## config.mk

```make
export PLATFORM = sky130hd
export DESIGN_NAME = store_buffer
export DESIGN_NICKNAME = d
export VERILOG_FILES = /design/src/rtl/store_buffer_pkg.sv /design/src/rtl/store_buffer_fwd.sv /design/src/rtl/store_buffer.sv
export SDC_FILE = /design/constraint.sdc
export NUM_CORES = 1
export LEC_CHECK = 0
export BUFFER_PORTS_ARGS = -buffer_cell sky130_fd_sc_hd__buf_2
export CORE_AREA = 2 2 158 160
export DETAILED_ROUTE_END_ITERATION = 8
export DIE_AREA = 0 0 160 162
export GPL_TIMING_DRIVEN = 0
export HOLD_SLACK_MARGIN = 0.05
export PLACE_DENSITY = 0.67
export SYNTH_ARGS = -nofsm -noshare
export SYNTH_HDL_FRONTEND = slang
export SYNTH_SLANG_ARGS = --single-unit
```

## constraint.sdc

```tcl
create_clock -name clk -period 6.5 [get_ports clk]
set_input_delay 0.65 -clock clk [delete_from_list [all_inputs] [get_ports clk]]
set_output_delay 0.65 -clock clk [all_outputs]
set_load 0.005 [all_outputs]
```

## src/rtl/store_buffer_pkg.sv

```systemverilog
// Shared types and constants for the store buffer and its forwarding network.
package store_buffer_pkg;

  localparam int BE_W   = 4;
  localparam int DATA_W = 32;

  // Byte-enable pattern written to memory for a full-word store
  localparam logic [BE_W-1:0] BE_FULL_WORD = 4'b1111;
  // Upstream formatter encodes a full-word store as all-zero enables
  localparam logic [BE_W-1:0] BE_WORD_CODE = 4'b0000;

  // Data half of a buffered entry; the word address is kept alongside
  // because its width follows the AW parameter of the instantiating module.
  typedef struct packed {
    logic [DATA_W-1:0] data;
    logic [BE_W-1:0]   be;
  } sb_payload_t;

  // Converts the upstream full-word code into explicit lane enables so the
  // memory port never sees an all-zero mask.
  function automatic logic [BE_W-1:0] normalize_be(input logic [BE_W-1:0] be);
    return (be == BE_WORD_CODE) ? BE_FULL_WORD : be;
  endfunction

endpackage

```

## src/rtl/store_buffer_fwd.sv

```systemverilog
// Age-ordered store-to-load forwarding network. Entry 0 is the oldest buffered
// store; for every byte lane the youngest matching entry with that lane enabled
// supplies the forwarded byte. Built only when STORE_BUFFER_FWD_EN is defined.
module store_buffer_fwd
  import store_buffer_pkg::*;
#(
  parameter int DEPTH = 4,
  parameter int AW    = 32
) (
  input  logic [AW-3:0]     i_addr  [DEPTH],
  input  sb_payload_t       i_entry [DEPTH],
  input  logic [DEPTH-1:0]  i_valid,
  input  logic [AW-1:0]     i_ld_addr,
  output logic              o_hit,
  output logic [DATA_W-1:0] o_data,
  output logic [BE_W-1:0]   o_be
);

  logic w_unused_ld_lo;
  assign w_unused_ld_lo = ^i_ld_addr[1:0];

  // Walk entries oldest to youngest so later matches overwrite earlier lanes
  always_comb begin
    o_data = '0;
    o_be   = '0;
    for (int k = 0; k < DEPTH; k++) begin
      if (i_valid[k] && (i_addr[k] == i_ld_addr[AW-1:2])) begin
        o_be = o_be | i_entry[k].be;
        for (int l = 0; l < BE_W; l++) begin
          if (i_entry[k].be[l]) begin
            o_data[8*l +: 8] = i_entry[k].data[8*l +: 8];
          end
        end
      end
    end
  end

  assign o_hit = |o_be;

endmodule

```

## src/rtl/store_buffer.sv

```systemverilog
// Posted write buffer between the store formatter and the data-memory write
// port. Holds up to DEPTH stores in a circular FIFO and drains them in program
// order over a req/ack handshake. Optional feature macro: STORE_BUFFER_FWD_EN
// enables byte-granular forwarding of buffered data to loads.
module store_buffer
  import store_buffer_pkg::*;
#(
  parameter int DEPTH = 4,
  parameter int AW    = 32
) (
  input  logic              clk,
  input  logic              rst_n,
  input  logic              st_valid,
  output logic              st_ready,
  input  logic [AW-1:0]     st_addr,
  input  logic [DATA_W-1:0] st_data,
  input  logic [BE_W-1:0]   st_be,
  output logic              mem_req,
  output logic [AW-1:0]     mem_addr,
  output logic [DATA_W-1:0] mem_wdata,
  output logic [BE_W-1:0]   mem_be,
  input  logic              mem_ack,
  input  logic [AW-1:0]     ld_addr,
  output logic              ld_hit,
  output logic [DATA_W-1:0] ld_data,
  output logic [BE_W-1:0]   ld_be,
  output logic              empty,
  output logic              full
);

  localparam int            PW         = $clog2(DEPTH);
  localparam logic [PW:0]   FULL_COUNT = (PW+1)'(DEPTH);

  logic [AW-3:0] r_addr  [DEPTH];
  sb_payload_t   r_entry [DEPTH];
  logic [PW-1:0] r_wr_ptr;
  logic [PW-1:0] r_rd_ptr;
  logic [PW:0]   r_count;

  logic w_full;
  logic w_empty;
  logic w_push;
  logic w_pop;
  logic w_unused_st_lo;

  // Occupancy decodes come straight from registered count, so full/empty and
  // st_ready never depend combinationally on st_valid or mem_ack.
  assign w_full  = (r_count == FULL_COUNT);
  assign w_empty = (r_count == '0);
  assign w_push  = st_valid && !w_full;
  assign w_pop   = !w_empty && mem_ack;

  assign w_unused_st_lo = ^st_addr[1:0];

  assign st_ready = !w_full;
  assign full     = w_full;
  assign empty    = w_empty;

  // Pointer and occupancy bookkeeping; a simultaneous push and pop leaves count alone
  always_ff @(posedge clk or negedge rst_n) begin
    if (!rst_n) begin
      r_wr_ptr <= '0;
      r_rd_ptr <= '0;
      r_count  <= '0;
    end else begin
      if (w_push) begin
        r_wr_ptr <= r_wr_ptr + PW'(1);
      end
      if (w_pop) begin
        r_rd_ptr <= r_rd_ptr + PW'(1);
      end
      if (w_push && !w_pop) begin
        r_count <= r_count + (PW+1)'(1);
      end else if (!w_push && w_pop) begin
        r_count <= r_count - (PW+1)'(1);
      end
    end
  end

  // Entry storage; contents only matter once counted as valid, so no reset needed
  always_ff @(posedge clk) begin
    if (w_push) begin
      r_addr[r_wr_ptr]        <= st_addr[AW-1:2];
      r_entry[r_wr_ptr].data  <= st_data;
      r_entry[r_wr_ptr].be    <= normalize_be(st_be);
    end
  end

  // Head entry drives the memory port; gating on empty zeroes it during and after reset
  assign mem_req   = !w_empty;
  assign mem_addr  = w_empty ? '0 : {r_addr[r_rd_ptr], 2'b00};
  assign mem_wdata = w_empty ? '0 : r_entry[r_rd_ptr].data;
  assign mem_be    = w_empty ? '0 : r_entry[r_rd_ptr].be;

`ifdef STORE_BUFFER_FWD_EN
  logic [AW-3:0]    w_age_addr  [DEPTH];
  sb_payload_t      w_age_entry [DEPTH];
  logic [DEPTH-1:0] w_age_valid;

  // Rotate storage so index 0 is the oldest entry and validity is a simple count compare
  always_comb begin
    for (int k = 0; k < DEPTH; k++) begin
      w_age_addr[k]  = r_addr[r_rd_ptr + PW'(k)];
      w_age_entry[k] = r_entry[r_rd_ptr + PW'(k)];
      w_age_valid[k] = ((PW+1)'(k) < r_count);
    end
  end

  store_buffer_fwd #(
    .DEPTH (DEPTH),
    .AW    (AW)
  ) u_fwd (
    .i_addr    (w_age_addr),
    .i_entry   (w_age_entry),
    .i_valid   (w_age_valid),
    .i_ld_addr (ld_addr),
    .o_hit     (ld_hit),
    .o_data    (ld_data),
    .o_be      (ld_be)
  );
`else
  // Without forwarding the load path waits for empty before reading memory
  logic w_unused_ld;
  assign w_unused_ld = ^ld_addr;
  assign ld_hit      = 1'b0;
  assign ld_data     = '0;
  assign ld_be       = '0;
`endif

endmodule

```

# Word level (Yosys, flattened, before mapping)
# Memories as Yosys holds them, arrays and structs flattened.
# Cells that the tools add are included.
dict set report totals {
  ff_bits 7
  output_inout_bits 109
  ram_bits 264
  n_memories 2
  inputBits 104
}
# memory words width rd rd_ports_with_merged_regs write_ports line
set mem_list {}
lappend mem_list {r_entry 4 36 1 0 1 store_buffer.sv:35} ;# sb_payload_t r_entry [DEPTH];
lappend mem_list {r_addr 4 30 1 0 1 store_buffer.sv:34} ;# logic [AW-3:0] r_addr [DEPTH];
dict set report op_classes {
  mux 8
  eq_ne 1
  n_reduce_logical 11
  n_addsub 4
}
# operator n
set op_table {}
lappend op_table {{$mux 32} 2}
lappend op_table {{$mux 4} 2}
lappend op_table {{$mux 3} 2}
lappend op_table {{$add 2x1->2 const B} 2}
lappend op_table {{$logic_and 1x1->1} 4}
lappend op_table {{$logic_not 1->1} 4}
lappend op_table {{$logic_not 4->1} 1}
lappend op_table {{$add 3x1->3 const B} 1}
lappend op_table {{$eq 3x3->1 const B} 1}
lappend op_table {{$logic_not 3->1} 1}
lappend op_table {{$sub 3x1->3 const B} 1}
lappend op_table {{$mux 1} 2}
lappend op_table {{$reduce_bool 2->1} 1}

# Logic depth before layout (Yosys ltp)
dict set report logic_depth {
  ltp_word 7
  ltp_mapped 11
  ltp_nobuf 10
}

# Worst setup path before layout
# No wires, ideal clock.
dict set report synth_path {
  kind {input to register}
  startpoint {in st_valid}
  endpoint {mem r_addr[0][0] (netlist bit) (enable)}
  setup_slack_ns 3.500
  setup_time_ns 0.431
  arrival_time_ns 2.569
  path_stages 3
  path_buffers 1
  cell_sequence {nor2b_1 > clkbuf_1 > and2_1}
}
dict set report synth_via {
  elab_chain_cells 3
}
# element line
set synth_lines {}
lappend synth_lines {{start: declaration} store_buffer.sv:13} ;# input logic st_valid,
lappend synth_lines {{$logic_and 1x1->1} store_buffer.sv:50} ;# assign w_push = st_valid && !w_full;
lappend synth_lines {{net w_push} store_buffer.sv:42} ;# logic w_push;
lappend synth_lines {{$mux 1} store_buffer.sv:82} ;# if (w_push) begin
lappend synth_lines {{$mux 1 (implied by the code)} store_buffer.sv:83} ;# r_addr[r_wr_ptr] <= st_addr[AW-1:2];
lappend synth_lines {{end: declaration} store_buffer.sv:34}
# The timed path passes the listed nets, and every way through them passes these cells.

# Worst setup path in the final report
dict set report layout_path {
  startpoint {reg r_rd_ptr[1]}
  endpoint {out mem_wdata[16]}
}
dict set report layout_via {
  elab_chain_cells 2
}
# element line
set layout_lines {}
lappend layout_lines {{start: declaration} store_buffer.sv:37} ;# logic [PW-1:0] r_rd_ptr;
lappend layout_lines {{start signal: assignment} store_buffer.sv:70} ;# r_rd_ptr <= r_rd_ptr + PW'(1);
lappend layout_lines {{$mem_v2 4x36} n/a}
lappend layout_lines {{$mux 32} store_buffer.sv:92} ;# assign mem_wdata = w_empty ? '0 : r_entry[r_rd_ptr].data;
lappend layout_lines {{end: declaration} store_buffer.sv:20} ;# output logic [DATA_W-1:0] mem_wdata,
# No other way between the ends.

==> out/results.tsv <==
metric	value	unit
initial antenna violation count	5	
final period utilization	45.6	%
GPL Wtd Cong	0.674	
Starting DRT DRC Count	238	
pwr dens	453	nW/um^2
leak pwr	4.71	nW
Routed WL	20300	um
DRC errors left	0	
Max FO, Critical Path	10	
core area	24100	um^2
Setup crit end kind	output pin	
hold_buf cts	1	
fraction of final layout cells with drive strength greater than 1	42.1	%
post-CTS sizing	0	
most common cell after layout, fill and taps aside	edfxtp_1	
Initial Util	44.5	%
Row Count	57	
CTS root buf	clkbuf_16	
worst vdd ir	0.241	mV
post-CTS setup buffers	0	
Yosys cell types	25	
Worst Path Arrival	2.31	ns
chip width	160	um
first-pass GRT wire length	31300	um
vias per cell	4.86	
clock sink count	271	
Worst Hold Class	in -> reg	
commonest non-fill, non-tap cells in the layout	edfxtp_1, buf_2, mux4_2, and2_1, buf_4	
max cap viols	0	
CP dominant cell by count	buf_2	
htree depth	1	
relative slew slack	51.2	%
clk slew on worst S/H paths	0.06	ns
FF/Latch Area	8100	um^2
delay-heaviest family, CP	buffers and inverters	
Die Y	162	um
GRT Util Overall	15.8	%
Final ANT Viol Nets	0	
met3 GRT Util	4.49	%
Port Buffer Count	139	
vias after detailed routing	5176	
crit-path cells	buf_2 > buf_2 > mux4_2 > and2_1 > buf_2	
Setup Viol. Count Final	0	
die area	25900	um^2
Critical path buffers and inverters	3	
crit path launch type	flop	
Syn-to-layout area delta	21.6	%
Slew Limit Fails	0	
Max Freq	0.337	GHz
status	completed	
CTS tree	yes	
final hold violations	0	
synthesized cell area	10700	um^2
critical path class	reg -> out	
largest net degree at the start of global routing	45	
FILL cells	1930	
# IOs	213	
Clk Latency, worst-skew pair	0.54	ns
post-route clock skew	0.0199	ns
First-pass DRT Iterations	4	
Hold Path Origin	st_data[27]	
worst path required time	5.85	ns
Crit Reg-Reg Startpoint	r_count[0]	
synth warn	0	
Syn Area/Cell	21.3	um^2
GR met1 Demand/Resource	19.0	%
Nets	826	
setup_tns	0	ns
Slew @ Worst Pin	0.732	ns
vias in the first global route	5615	
crit path time final	2.96	ns
Crit path largest cell delay	0.44	ns
TritonCTS buffer count	29	
Post-Synthesis Cells	503	
total grt overflow	0	
Post-Route Utilization	54.2	%
CP max-delay cell	dfrtp_1	
dpl hpwl	12800	um
Bufs on Longest Clock Path	3	
Worst Setup SP	r_rd_ptr[1]	
area of the multi-input gates	2310	um^2
unrepaired setup endpoints after global routing	false	
GRT met2 Usage	28.3	%
Routed wire per std cell	19.1	um
Synth Register Bits	271	
Seq/Total Area, Yosys	75.5	%
layer with the highest usage	met2	
-- layout make-up --
type                    instances  share of cell area (%)
well taps                     324                    3.11
plain buffers                  63                    3.48
multi-input cells             202                    17.7
clock buffers                  35                    5.73
inverters                       5                   0.144
repair buffers                144                    6.25
flip-flops and latches        271                    62.1
clock inverters                17                    1.42
diodes                          4                  0.0767
-- synthesized netlist by cell type, drive strengths merged --
master,count,area (um^2)
xnor2,4,35.0
mux2,2,22.5
or3,1,6.26
nor2,2,7.51
fa,1,20.0
ha,5,62.6
buf,54,420
and2,70,438
conb,1,3.75
mux4,66,1490
or2,2,12.5
nand3,1,5.00
nor2b,1,6.26
xor2,2,17.5
edfxtp,264,7930
clkbuf,9,33.8
nand2,2,7.51
o21bai,4,30.0
dfrtp,7,175
inv,5,18.8
-- registers in the layout (all words and copies together), names as in the netlist --
register  count
r_addr      120
r_entry     144
r_rd_ptr      2
r_wr_ptr      2
r_count       3
-- cell families after synthesis --
kind of cell,count (synthesis),share of synthesized area [%]
buffers and inverters,68,4.41
multiplexers,68,14.1
XOR/XNOR,6,0.489
flip-flops,271,75.5
adder cells (fa/ha/maj),6,0.769
AO/OA/AOI/OAI,4,0.280
other,1,0.0349
AND/OR/NAND/NOR,79,4.50
-- routing by layer --
| layer | part of all wire (%) | vias up |
|---|---|---|
| met5 | 0.098 | - |
| met4 | 2.0 | 4 |
| met3 | 7.3 | 30 |
| met2 | 51 | 176 |
| met1 | 39 | 2622 |
| li1 | - | 2344 |
-- power breakdown --
group          internal [mW]  switching (mW)  total (mW)  leakage (nW)
sequential              2.31          0.0865        2.40          2.50
clock                  0.972           0.633        1.61         0.457
combinational          0.988           0.929        1.92          1.76
total                   4.27            1.65        5.92          4.71
-- worst paths after layout --
| check | end | slack [ns] | cells after the start |
|---|---|---|---|
| setup reg to reg | r_count[2] | 3.75 | 10 |
| hold reg to reg | r_count[2] | 0.51 | 1 |
| setup / recovery | mem_wdata[16] | 3.54 | 5 |
| max in group asynchronous | r_count[2] | 5.80 | 2 |
| hold / removal | r_entry[3][31] | 0.32 | 1 |
| min in group asynchronous | r_wr_ptr[0] | 0.52 | 2 |
-- stage by stage --
| stage | setup slack [ns] | area (um^2) | instances | power, mW | hold slack, ns |
|---|---|---|---|---|---|
| 2_1_floorplan | 3.50 | 10900 | 541 | 3.64 | 0.354 |
| 3_3_place_gp | 2.11 | 12000 | 1004 | 4.33 | 0.474 |
| 4_1_cts | 3.46 | 13000 | 1061 | 6.03 | 0.296 |
| 3_5_place_dp | 3.70 | 12100 | 1008 | 4.41 | 0.495 |
| 6_report | 3.54 | 13100 | 1065 | 5.92 | 0.323 |
| 5_1_grt | 3.37 | 13000 | 1062 | 6.24 | 0.308 |
(Power assumes the default switching activity.)
